$ cat config.mk
export PLATFORM = sky130hd
export DESIGN_NAME = pcie_ltssm_ctrl
export DESIGN_NICKNAME = d
export VERILOG_FILES = /design/src/rtl/pcie_ltssm_pkg.sv /design/src/rtl/pcie_ltssm_timer.sv /design/src/rtl/pcie_ltssm_ctrl.sv
export SDC_FILE = /design/constraint.sdc
export NUM_CORES = 1
export LEC_CHECK = 0
export BUFFER_PORTS_ARGS = -buffer_cell sky130_fd_sc_hd__buf_4
export CELL_PAD_IN_SITES_DETAIL_PLACEMENT = 1
export CELL_PAD_IN_SITES_GLOBAL_PLACEMENT = 2
export CORE_UTILIZATION = 31
export CTS_CLUSTER_DIAMETER = 200
export DETAILED_ROUTE_END_ITERATION = 7
export GPL_TIMING_DRIVEN = 1
export PLACE_DENSITY_LB_ADDON = 0.3
export SYNTH_ARGS = -nofsm -noshare
export SYNTH_HDL_FRONTEND = slang
export SYNTH_SLANG_ARGS = --single-unit
$ cat constraint.sdc
create_clock -name clk -period 4.2 [get_ports clk]
set_clock_uncertainty 0.2 [all_clocks]
set_input_delay 0.63 -clock clk [delete_from_list [all_inputs] [get_ports clk]]
set_output_delay 0.63 -clock clk [all_outputs]
set_load 0.01 [all_outputs]
$ cat src/rtl/pcie_ltssm_pkg.sv
// ============================================================================
// Module  : pcie_ltssm_pkg
// Brief   : Shared types and helpers for the PCIe LTSSM controller.
// Revision: 1.0 - initial release
// ============================================================================
`default_nettype none

package pcie_ltssm_pkg;

    typedef enum logic [3:0] {
        DETECT   = 4'd0,
        POLLING  = 4'd1,
        CONFIG   = 4'd2,
        RECOVERY = 4'd3,
        L0       = 4'd4,
        L0S      = 4'd5,
        L1       = 4'd6,
        L2       = 4'd7,
        DISABLED = 4'd8,
        LOOPBACK = 4'd9,
        HOTRESET = 4'd10
    } ltssm_state_t;

    localparam int MAX_LANES = 16;
    localparam int WIDTH_W   = 5;
    localparam int RETRY_W   = 2;
    localparam int STAT_W    = 16;

    // Largest legal link width not exceeding the number of detected lanes.
    function automatic logic [WIDTH_W-1:0] width_from_mask(input logic [MAX_LANES-1:0] mask);
        logic [WIDTH_W-1:0] cnt;
        cnt = '0;
        for (int i = 0; i < MAX_LANES; i++) begin
            cnt = cnt + WIDTH_W'(mask[i]);
        end
        if (cnt >= 5'd16)     return 5'd16;
        else if (cnt >= 5'd8) return 5'd8;
        else if (cnt >= 5'd4) return 5'd4;
        else if (cnt >= 5'd2) return 5'd2;
        else                  return 5'd1;
    endfunction

endpackage

`default_nettype wire

$ cat src/rtl/pcie_ltssm_timer.sv
// ============================================================================
// Module  : pcie_ltssm_timer
// Brief   : Saturating per-state timer with clear and limit compare.
// Revision: 1.0 - initial release
// ============================================================================
`default_nettype none

module pcie_ltssm_timer #(
    parameter int TIMER_W = 16
) (
    input  logic               clk,
    input  logic               reset_n,
    input  logic               clear,
    input  logic [TIMER_W-1:0] limit,
    output logic               timeout
);

    logic [TIMER_W-1:0] r_count;

    always_ff @(posedge clk or negedge reset_n) begin
        if (!reset_n) begin
            r_count <= '0;
        end else if (clear) begin
            r_count <= '0;
        end else if (r_count != '1) begin
            r_count <= r_count + TIMER_W'(1);
        end
    end

    // Fires during the limit-th cycle so the exit edge lands after exactly limit cycles.
    assign timeout = (r_count == (limit - TIMER_W'(1)));

endmodule

`default_nettype wire

$ cat src/rtl/pcie_ltssm_ctrl.sv
// ============================================================================
// Module  : pcie_ltssm_ctrl
// Brief   : PCIe LTSSM controller with state timeouts, recovery retry and
//           lane-width negotiation. Optional statistics: PCIE_LTSSM_STATS_EN.
// Revision: 1.0 - initial release
// ============================================================================
`default_nettype none

module pcie_ltssm_ctrl
    import pcie_ltssm_pkg::*;
#(
    parameter int NUM_LANES     = 4,
    parameter int TIMER_W       = 16,
    parameter int POLL_TIMEOUT  = 24000,
    parameter int CFG_TIMEOUT   = 24000,
    parameter int REC_TIMEOUT   = 12000,
    parameter int MAX_REC_RETRY = 3,
    parameter int HOLD_CYCLES   = 256
) (
    input  logic                 clk,
    input  logic                 reset_n,
    input  logic                 init_state,
    input  logic [NUM_LANES-1:0] rx_detected,
    input  logic                 ts_rx_ok,
    input  logic                 cfg_done,
    input  logic                 rec_done,
    input  logic                 rec_to_cfg,
    input  logic                 dir_retrain,
    input  logic                 dir_disable,
    input  logic                 dir_hotreset,
    input  logic                 dir_loopback,
    input  logic                 loopback_exit,
    input  logic                 req_l0s,
    input  logic                 req_l1,
    input  logic                 req_l2,
    input  logic                 idle_exit,
    output logic                 link_up,
    output logic [3:0]           ltssm_state,
    output logic [NUM_LANES-1:0] lane_mask,
    output logic [4:0]           link_width,
    output logic                 timeout_err,
    output logic [1:0]           rec_retry,
    output logic [15:0]          stat_rec_cnt,
    output logic [15:0]          stat_down_cnt
);

    localparam logic [RETRY_W-1:0] c_retry_last = RETRY_W'(MAX_REC_RETRY - 1);

    ltssm_state_t           r_state;
    ltssm_state_t           w_next_state;
    logic                   w_timeout;
    logic                   w_timeout_err;
    logic                   w_retry_inc;
    logic                   w_timer_clear;
    logic [TIMER_W-1:0]     w_limit;
    logic                   w_link_up;
    logic                   w_enter_detect;
    logic                   w_enter_l0;
    logic                   w_latch_mask;
    logic                   w_set_width;
    logic                   r_timeout_err;
    logic [RETRY_W-1:0]     r_rec_retry;
    logic [NUM_LANES-1:0]   r_lane_mask;
    logic [WIDTH_W-1:0]     r_link_width;

    always_comb begin
        case (r_state)
            POLLING:            w_limit = TIMER_W'(POLL_TIMEOUT);
            CONFIG:             w_limit = TIMER_W'(CFG_TIMEOUT);
            RECOVERY:           w_limit = TIMER_W'(REC_TIMEOUT);
            DISABLED, HOTRESET: w_limit = TIMER_W'(HOLD_CYCLES);
            default:            w_limit = '1;
        endcase
    end

    // A recovery retry restarts the timer without leaving the state.
    assign w_timer_clear = (w_next_state != r_state) || w_retry_inc;

    pcie_ltssm_timer #(
        .TIMER_W (TIMER_W)
    ) u_timer (
        .clk     (clk),
        .reset_n (reset_n),
        .clear   (w_timer_clear),
        .limit   (w_limit),
        .timeout (w_timeout)
    );

    always_ff @(posedge clk or negedge reset_n) begin
        if (!reset_n) begin
            r_state <= DETECT;
        end else begin
            r_state <= w_next_state;
        end
    end

    always_comb begin
        w_next_state  = r_state;
        w_timeout_err = 1'b0;
        w_retry_inc   = 1'b0;
        if (init_state) begin
            w_next_state = DETECT;
        end else begin
            case (r_state)
                DETECT: begin
                    if (|rx_detected) w_next_state = POLLING;
                end
                POLLING: begin
                    if (w_timeout) begin
                        w_next_state  = DETECT;
                        w_timeout_err = 1'b1;
                    end else if (ts_rx_ok) begin
                        w_next_state = CONFIG;
                    end
                end
                CONFIG: begin
                    if (w_timeout) begin
                        w_next_state  = DETECT;
                        w_timeout_err = 1'b1;
                    end else if (dir_disable)  w_next_state = DISABLED;
                    else if (dir_loopback)     w_next_state = LOOPBACK;
                    else if (cfg_done)         w_next_state = L0;
                end
                L0: begin
                    if (dir_retrain)  w_next_state = RECOVERY;
                    else if (req_l2)  w_next_state = L2;
                    else if (req_l1)  w_next_state = L1;
                    else if (req_l0s) w_next_state = L0S;
                end
                L0S: if (idle_exit) w_next_state = L0;
                L1:  if (idle_exit) w_next_state = RECOVERY;
                L2:  if (idle_exit) w_next_state = DETECT;
                RECOVERY: begin
                    if (dir_disable)       w_next_state = DISABLED;
                    else if (dir_hotreset) w_next_state = HOTRESET;
                    else if (dir_loopback) w_next_state = LOOPBACK;
                    else if (rec_done)     w_next_state = L0;
                    else if (rec_to_cfg)   w_next_state = CONFIG;
                    else if (w_timeout) begin
                        if (r_rec_retry == c_retry_last) begin
                            w_next_state  = DETECT;
                            w_timeout_err = 1'b1;
                        end else begin
                            w_retry_inc = 1'b1;
                        end
                    end
                end
                DISABLED, HOTRESET: if (w_timeout) w_next_state = DETECT;
                LOOPBACK: if (loopback_exit) w_next_state = DETECT;
                default:  w_next_state = DETECT;
            endcase
        end
    end

    always_comb begin
        w_link_up      = (r_state == L0) || (r_state == L0S) || (r_state == L1);
        w_enter_detect = (w_next_state == DETECT) && ((r_state != DETECT) || init_state);
        w_enter_l0     = (w_next_state == L0) && (r_state != L0);
        w_latch_mask   = (r_state == DETECT) && (w_next_state == POLLING);
        w_set_width    = (r_state == CONFIG) && (w_next_state == L0);
    end

    always_ff @(posedge clk or negedge reset_n) begin
        if (!reset_n) begin
            r_timeout_err <= 1'b0;
            r_rec_retry   <= '0;
            r_lane_mask   <= '0;
            r_link_width  <= '0;
        end else begin
            r_timeout_err <= w_timeout_err;
            if (init_state || w_enter_l0) begin
                r_rec_retry <= '0;
            end else if (w_retry_inc) begin
                r_rec_retry <= r_rec_retry + RETRY_W'(1);
            end
            if (w_enter_detect) begin
                r_lane_mask  <= '0;
                r_link_width <= '0;
            end else begin
                if (w_latch_mask) r_lane_mask  <= rx_detected;
                if (w_set_width)  r_link_width <= width_from_mask(MAX_LANES'(r_lane_mask));
            end
        end
    end

`ifdef PCIE_LTSSM_STATS_EN
    logic              w_link_down;
    logic              w_rec_entry;
    logic [STAT_W-1:0] r_stat_rec;
    logic [STAT_W-1:0] r_stat_down;

    assign w_link_down = w_link_up &&
                         ((w_next_state == DETECT)   || (w_next_state == DISABLED) ||
                          (w_next_state == HOTRESET) || (w_next_state == LOOPBACK));
    assign w_rec_entry = (w_next_state == RECOVERY) && (r_state != RECOVERY);

    // Only reset_n clears the statistics; init_state leaves them intact.
    always_ff @(posedge clk or negedge reset_n) begin
        if (!reset_n) begin
            r_stat_rec  <= '0;
            r_stat_down <= '0;
        end else begin
            if (w_rec_entry && (r_stat_rec != '1))  r_stat_rec  <= r_stat_rec + STAT_W'(1);
            if (w_link_down && (r_stat_down != '1)) r_stat_down <= r_stat_down + STAT_W'(1);
        end
    end

    assign stat_rec_cnt  = r_stat_rec;
    assign stat_down_cnt = r_stat_down;
`else
    assign stat_rec_cnt  = '0;
    assign stat_down_cnt = '0;
`endif

    assign link_up     = w_link_up;
    assign ltssm_state = r_state;
    assign lane_mask   = r_lane_mask;
    assign link_width  = r_link_width;
    assign timeout_err = r_timeout_err;
    assign rec_retry   = r_rec_retry;

endmodule

`default_nettype wire

==> results of run 1 <==
path summary, 6_finish.rpt:
| path | slack (ns) | from | cells past startpoint | to |
|---|---|---|---|---|
| worst max-delay path | 0.52 | ltssm_state[3]$_DFF_PN0_ | 11 | u_timer.r_count[10]$_DFFE_PN0P_ |
| worst min-delay path | 0.08 | reset_n | 1 | u_timer.r_count[10]$_DFFE_PN0P_ |
| worst max register to register | 0.52 | ltssm_state[3]$_DFF_PN0_ | 11 | u_timer.r_count[10]$_DFFE_PN0P_ |
| worst min register to register | 0.35 | link_width[0]$_DFFE_PN0P_ | 2 | link_width[0]$_DFFE_PN0P_ |
| max in group asynchronous | 3.43 | reset_n | 1 | u_timer.r_count[9]$_DFFE_PN0P_ |
| min in group clk | 0.35 | link_width[0]$_DFFE_PN0P_ | 2 | link_width[0]$_DFFE_PN0P_ |
flip-flops by register name, summed over array words and instances (netlist names):
register,flops
lane_mask,4
link_width,3
ltssm_state,4
rec_retry,2
timeout_err,1
u_timer.r_count,16
report_power, final:
group          switching [mW]  internal (mW)
Sequential             0.0307          0.312
Clock                   0.107          0.132
Combinational           0.177          0.118
synth_stat cells (4+ instances only):
cell	number
nor3_1	10
xnor2_1	7
a21oi_1	13
inv_1	11
xor2_1	9
dfrtp_1	30
a31oi_1	4
and3_1	9
nand4_1	5
a21o_1	6
o21ai_0	13
buf_2	4
nand3_1	9
nor2b_1	7
nand2b_1	7
mux2i_1	9
and2_1	4
ha_1	5
nor3b_1	6
buf_4	35
nor2_1	41
nand2_1	21
a211oi_1	7
clkbuf_1	8
o21a_1	4
cells by family (layout without fill, tap and decap cells):
| group | Yosys count | after routing | synth area share |
|---|---|---|---|
| AO/OA/AOI/OAI | 60 | 60 | 0.147 |
| XOR/XNOR | 16 | 16 | 0.0521 |
| adder cells (fa/ha/maj) | 6 | 6 | 0.0307 |
| buffers and inverters | 61 | 60 | 0.139 |
| flip-flops | 30 | 30 | 0.279 |
| multiplexers | 10 | 10 | 0.0377 |
| other | 1 | 34 | 0.00139 |
| AND/OR/NAND/NOR | 145 | 145 | 0.313 |
cell type report:
class	instances	area [um^2]
fill	998	5290
clock buffer	7	86.3
clock inverter	1	5.00
inverter	11	41.3
tap	105	131
multi-input combinational	271	1690
sequential	30	751
timing repair buffer	41	308
stage by stage:
| step | total power, mW | util | area [um^2] |
|---|---|---|---|
| after floorplan | 0.569 | - | 2810 |
| after global placement | 0.638 | 0.352 | 2920 |
| after detailed placement | 0.645 | 0.352 | 2920 |
| after CTS | 0.890 | 0.363 | 3010 |
| after global routing | 0.936 | 0.363 | 3010 |
| final | 0.877 | 0.363 | 3010 |
placed cells by master, fill, tap and decap left out, types with 2 or more instances in the layout:
cell and instances:
nand3_1 9, xor2_1 9, nand4_1 5, nor4b_1 3
and4_1 3, buf_4 41, nor3b_1 6, nor4_1 2
nor4bb_1 2, nor2b_1 7, a21o_1 6, inv_1 11
dfrtp_1 30, and2_1 4, nor2_1 41, and3_1 9
clkbuf_8 6, a211oi_1 7, mux2i_1 9, xnor2_1 7
o21ai_0 13, nand2b_1 7, nand3b_1 2, nand2_1 21
o21a_1 4, o2bb2ai_1 2, or2_2 3, o32a_1 2
conb_1 34, a31oi_1 4, nor3_1 10, ha_1 5
a21oi_1 13
routing by layer:
layer,share of wire,wire length (um)
met5,0,0
met1,0.47,3420
met2,0.47,3380
met4,0.022,163
met3,0.041,297
==> flow_summary.ini, run 1 <==
[outcome]
status = completed

[timing]
rsz0062_at_grt = no
fin_tns_setup_ns = 0
relSlewSlack = 0.582
min_period_ns = 3.68
fin_crit_sh = 0.875
max_freq_ghz = 0.272
worst_slack_ns = 0.523
setup_viol = 0
hold_viol = 0
drv_slew = 0
hold_slack_ns = 0.0796
tightest_slew_ns = 0.623

[detailed_routing]
vias = 2380
vias_per_cell = 5.11
drt-total-wl_mm = 7.27
wl_per_cell_um = 15.6
drc = 0
drt-pass1-iter-count = 4
ant_nets = 0
drt_iter0_drc = 44

[pwr]
vdd_drop_max_mv = 0.188
power_density_mw_per_mm2 = 291
p_leak_nw = 1.39

[clock_network]
postCtsSetupRepairBufs = 0
ctsHtreeMaxLevel = 2
cts_tree = yes
cts.repair.resized = 0
clk_latency_ns = 0.28
clk_pin_slew_ns = 0.06
cts_buffers = 5
cts-root-buf = clkbuf_8
hold_buffers = 0
clkSinkCount = 30
clock_path_buffers = 2

[floorplan]
die_area_mm2 = 0.00905
core_area_mm2 = 0.00830
ioPinCount = 69
rows = 33
die_x_um = 95.2
start_util = 0.324
die_h_um = 95.2

[logic_synthesis]
ys_seq_area_frac = 0.279
yosysTopAreaCellShare = 0.279
synth_top_area_cell = dfrtp_1
synthFlopType = dfrtp_1
yosysWarnings = 0
synth_area_leaders = dfrtp_1 (28%), buf_4 (9.8%), nor2_1 (5.7%)
syn-cell-area_mm2 = 0.00269
synth-edff-count = 0
synth_cells = 329
synth-async-reset-ratio = 1.00
synth_cell_types = 58
syn_avg_cell_area_um2 = 8.18
ys_ff_latch = 30

[placed_design]
dp_hpwl_mm = 5.76
gp_congestion = 0.829
pre_cts_ws_ns = 0.521
portBuffers = 34
dp.cells = 458

[finish]
layout.nets = 386
drive_above_1_share = 0.163
final_cells = 466
antenna_cells = 0
area_growth_pct = 12.0

[critical_path]
crit_path_top_delay_cell = dfrtp_1
crit_chain = nor3_1, nor3_1, ha_1, xnor2_1, nor2_1, o2111ai_1, nor4b_4, a21oi_1, nor4_2, nand4b_2, a211oi_1
critPathMaxStageDelay_ns = 0.61
worstSetupStartpointType = register
path_class = register to register
worst-endpoint-arrival_ns = 3.65
crit_fanout = 16
crit_required_ns = 4.18
cp-end-kind = register
critPathTopFamily = simple AND/OR/NAND/NOR gates
worst-path-buf-inv = 0
worst_path_most_repeated_cell = nor3_1

[run]
drv_cap = 0

[global_route]
grt_util_all_layers = 0.170
grt_pass1_wl_mm = 11.9
use_met3 = 0.0263
gr-usage-met2 = 0.288
gr-usage-met1 = 0.217
grt_max_degree = 31
grt_pass1_vias = 2389
antenna_found_initial = 0
top_usage_layer = met2
gr-total-overflow = 0

[worst_hold_path]
hold_class = primary input to async pin
Note: power is estimated with default switching activity, not from simulation.
==> inputs of run 2 (changes only) <==
- CORE_UTILIZATION: 31 -> 32
- CTS_BUF_LIST: default -> sky130_fd_sc_hd__clkbuf_8
==> run 2 against run 1 <==
Effect of this change: final cell count down 0.21%; first-iteration DRC count up 66%; sequential share of layout area up 0.062 points; clock-buffer cell count down 1; core utilization up 0.46 points; global-route usage up 0.093 points; critical path depth unchanged; maximum frequency down 1.3%; flip-flop and latch count unchanged; sequential power about the same; die area down 3.1%; critical path type unchanged.
==> flow_summary.ini, run 2 (synthesis gave the netlist of run 1 again) <==
[global_route]
grt_max_degree = 31
antenna_found_initial = 0
gr-total-overflow = 0
grt_pass1_vias = 2346
grt_pass1_wl_mm = 11.7
grt_util_all_layers = 0.171

[floorplan]
die_x_um = 93.7
ioPinCount = 69
die_area_mm2 = 0.00878
die_h_um = 93.7
rows = 33
start_util = 0.329
core_area_mm2 = 0.00818

[worst_hold_path]
hold_class = primary input to async pin

[clock_network]
postCtsSetupRepairBufs = 0
cts_buffers = 5
cts_tree = yes
clkSinkCount = 30
cts.repair.resized = 0
clock_path_buffers = 2
clk_latency_ns = 0.28
ctsHtreeMaxLevel = 2
hold_buffers = 0
clk_pin_slew_ns = 0.07
cts-root-buf = clkbuf_8

[timing]
min_period_ns = 3.72
tightest_slew_ns = 0.570
hold_viol = 0
drv_slew = 0
rsz0062_at_grt = no
setup_viol = 0
relSlewSlack = 0.618
fin_crit_sh = 0.887
fin_tns_setup_ns = 0
max_freq_ghz = 0.269

[pwr]
p_int_mw = 0.558
pwr-share-seq = 0.394
vdd_drop_max_mv = 0.131
p_leak_nw = 1.39
power_frac_comb = 0.326
p_switching_mw = 0.315
power_density_mw_per_mm2 = 291
power_frac_clock = 0.280
p_sw_frac = 0.361

[placed_design]
dp.cells = 457
portBuffers = 34
gp_congestion = 0.849
placed_cell_area_mm2 = 0.00291
dp_hpwl_mm = 5.50

[critical_path]
critPathTopFamily = simple AND/OR/NAND/NOR gates
critPathMaxStageDelay_ns = 0.61
cp-end-kind = register
crit_required_ns = 4.13
crit_path_top_delay_cell = dfrtp_1
worst-path-buf-inv = 0
crit_fanout = 16
worst-endpoint-arrival_ns = 3.65
worstSetupStartpointType = register
path_class = register to register
crit_chain = nor3_1, nor3_1, ha_1, nor2_1, a31oi_1, o2111ai_1, nor4b_4, a31oi_1, or2_1, nor4_4, o21ai_0

[finish]
final_common_cell = nor2_1
regMostFlops = u_timer.r_count
fillCellCount = 1013
design_area_mm2 = 0.00301
layout.nets = 385
final_cell_mix = nor2_1 (41), buf_4 (40), conb_1 (34)
final_cells = 465
area_growth_pct = 11.7
largest_reg_flops = 16
drive_above_1_share = 0.161
antenna_cells = 0

[run]
drv_cap = 0

[detailed_routing]
vias_per_cell = 5.04
drt-total-wl_mm = 7.09
vias = 2342
drt-pass1-iter-count = 4
drt_iter0_drc = 73
ant_nets = 0
drc = 0
wl_per_cell_um = 15.3

[outcome]
status = completed
run 2: per-layer routing:
metal / wire, um / vias up / track usage
met3: 158 / 4 / 0.0227
met4: 55 / 0 / 0.0423
met2: 3370 / 40 / 0.279
met5: 0 / - / 0
li1: - / 1148 / -
met1: 3510 / 1150 / 0.238
run 2: through the flow:
step                      worst slack [ns]  total power, mW   util  hold slack (ns)
after floorplan                      0.926            0.569      -            0.134
after global placement               0.601            0.637  0.356            0.340
after detailed placement             0.441            0.639  0.356            0.353
after CTS                            0.418            0.893  0.368           0.0722
after global routing                0.0971            0.939  0.368           0.0994
final                                0.476            0.873  0.368           0.0689
run 2: area by class of cell:
cell class,instances,area (um^2),share of cell area
Timing Repair Buffer,40,300,0.0999
Inverter,11,41.3,0.0137
Clock buffer,6,82.6,0.0275
Multi-Input combinational cell,271,1690,0.562
Sequential cell,30,751,0.250
Clock inverter,2,8.76,0.00291
Tap cell,105,131,0.0437
run 2: worst paths after layout:
check                                             endpoint  slack [ns]  cells after the start                             from
min in group clk           u_timer.r_count[10]$_DFFE_PN0P_        0.36                      1  u_timer.r_count[10]$_DFFE_PN0P_
max in group asynchronous   u_timer.r_count[7]$_DFFE_PN0P_        3.44                      1                          reset_n
hold reg to reg            u_timer.r_count[10]$_DFFE_PN0P_        0.36                      1  u_timer.r_count[10]$_DFFE_PN0P_
setup / recovery                 link_width[2]$_DFFE_PN0P_        0.48                     11         ltssm_state[3]$_DFF_PN0_
setup reg to reg                 link_width[2]$_DFFE_PN0P_        0.48                     11         ltssm_state[3]$_DFF_PN0_
hold / removal              u_timer.r_count[0]$_DFFE_PN0P_        0.07                      1                          reset_n
run 2: worst register-to-register path: stages, from the launching register on:
cell       delay, ns
dfrtp_1         0.61
nor3_1          0.12
nor3_1          0.32
ha_1            0.28
nor2_1          0.05
a31oi_1         0.25
o2111ai_1       0.19
nor4b_4         0.42
a31oi_1         0.21
or2_1           0.31
nor4_4          0.42
o21ai_0         0.19
run 2: power groups by stage:
stage          Combinational (mW)  Clock (mW)  Sequential, mW
3_5_place_dp                0.289           0           0.351
4_1_cts                     0.290       0.259           0.345
2_1_floorplan               0.227           0           0.342
3_3_place_gp                0.287           0           0.350
6_report                    0.285       0.244           0.344
5_1_grt                     0.324       0.267           0.348
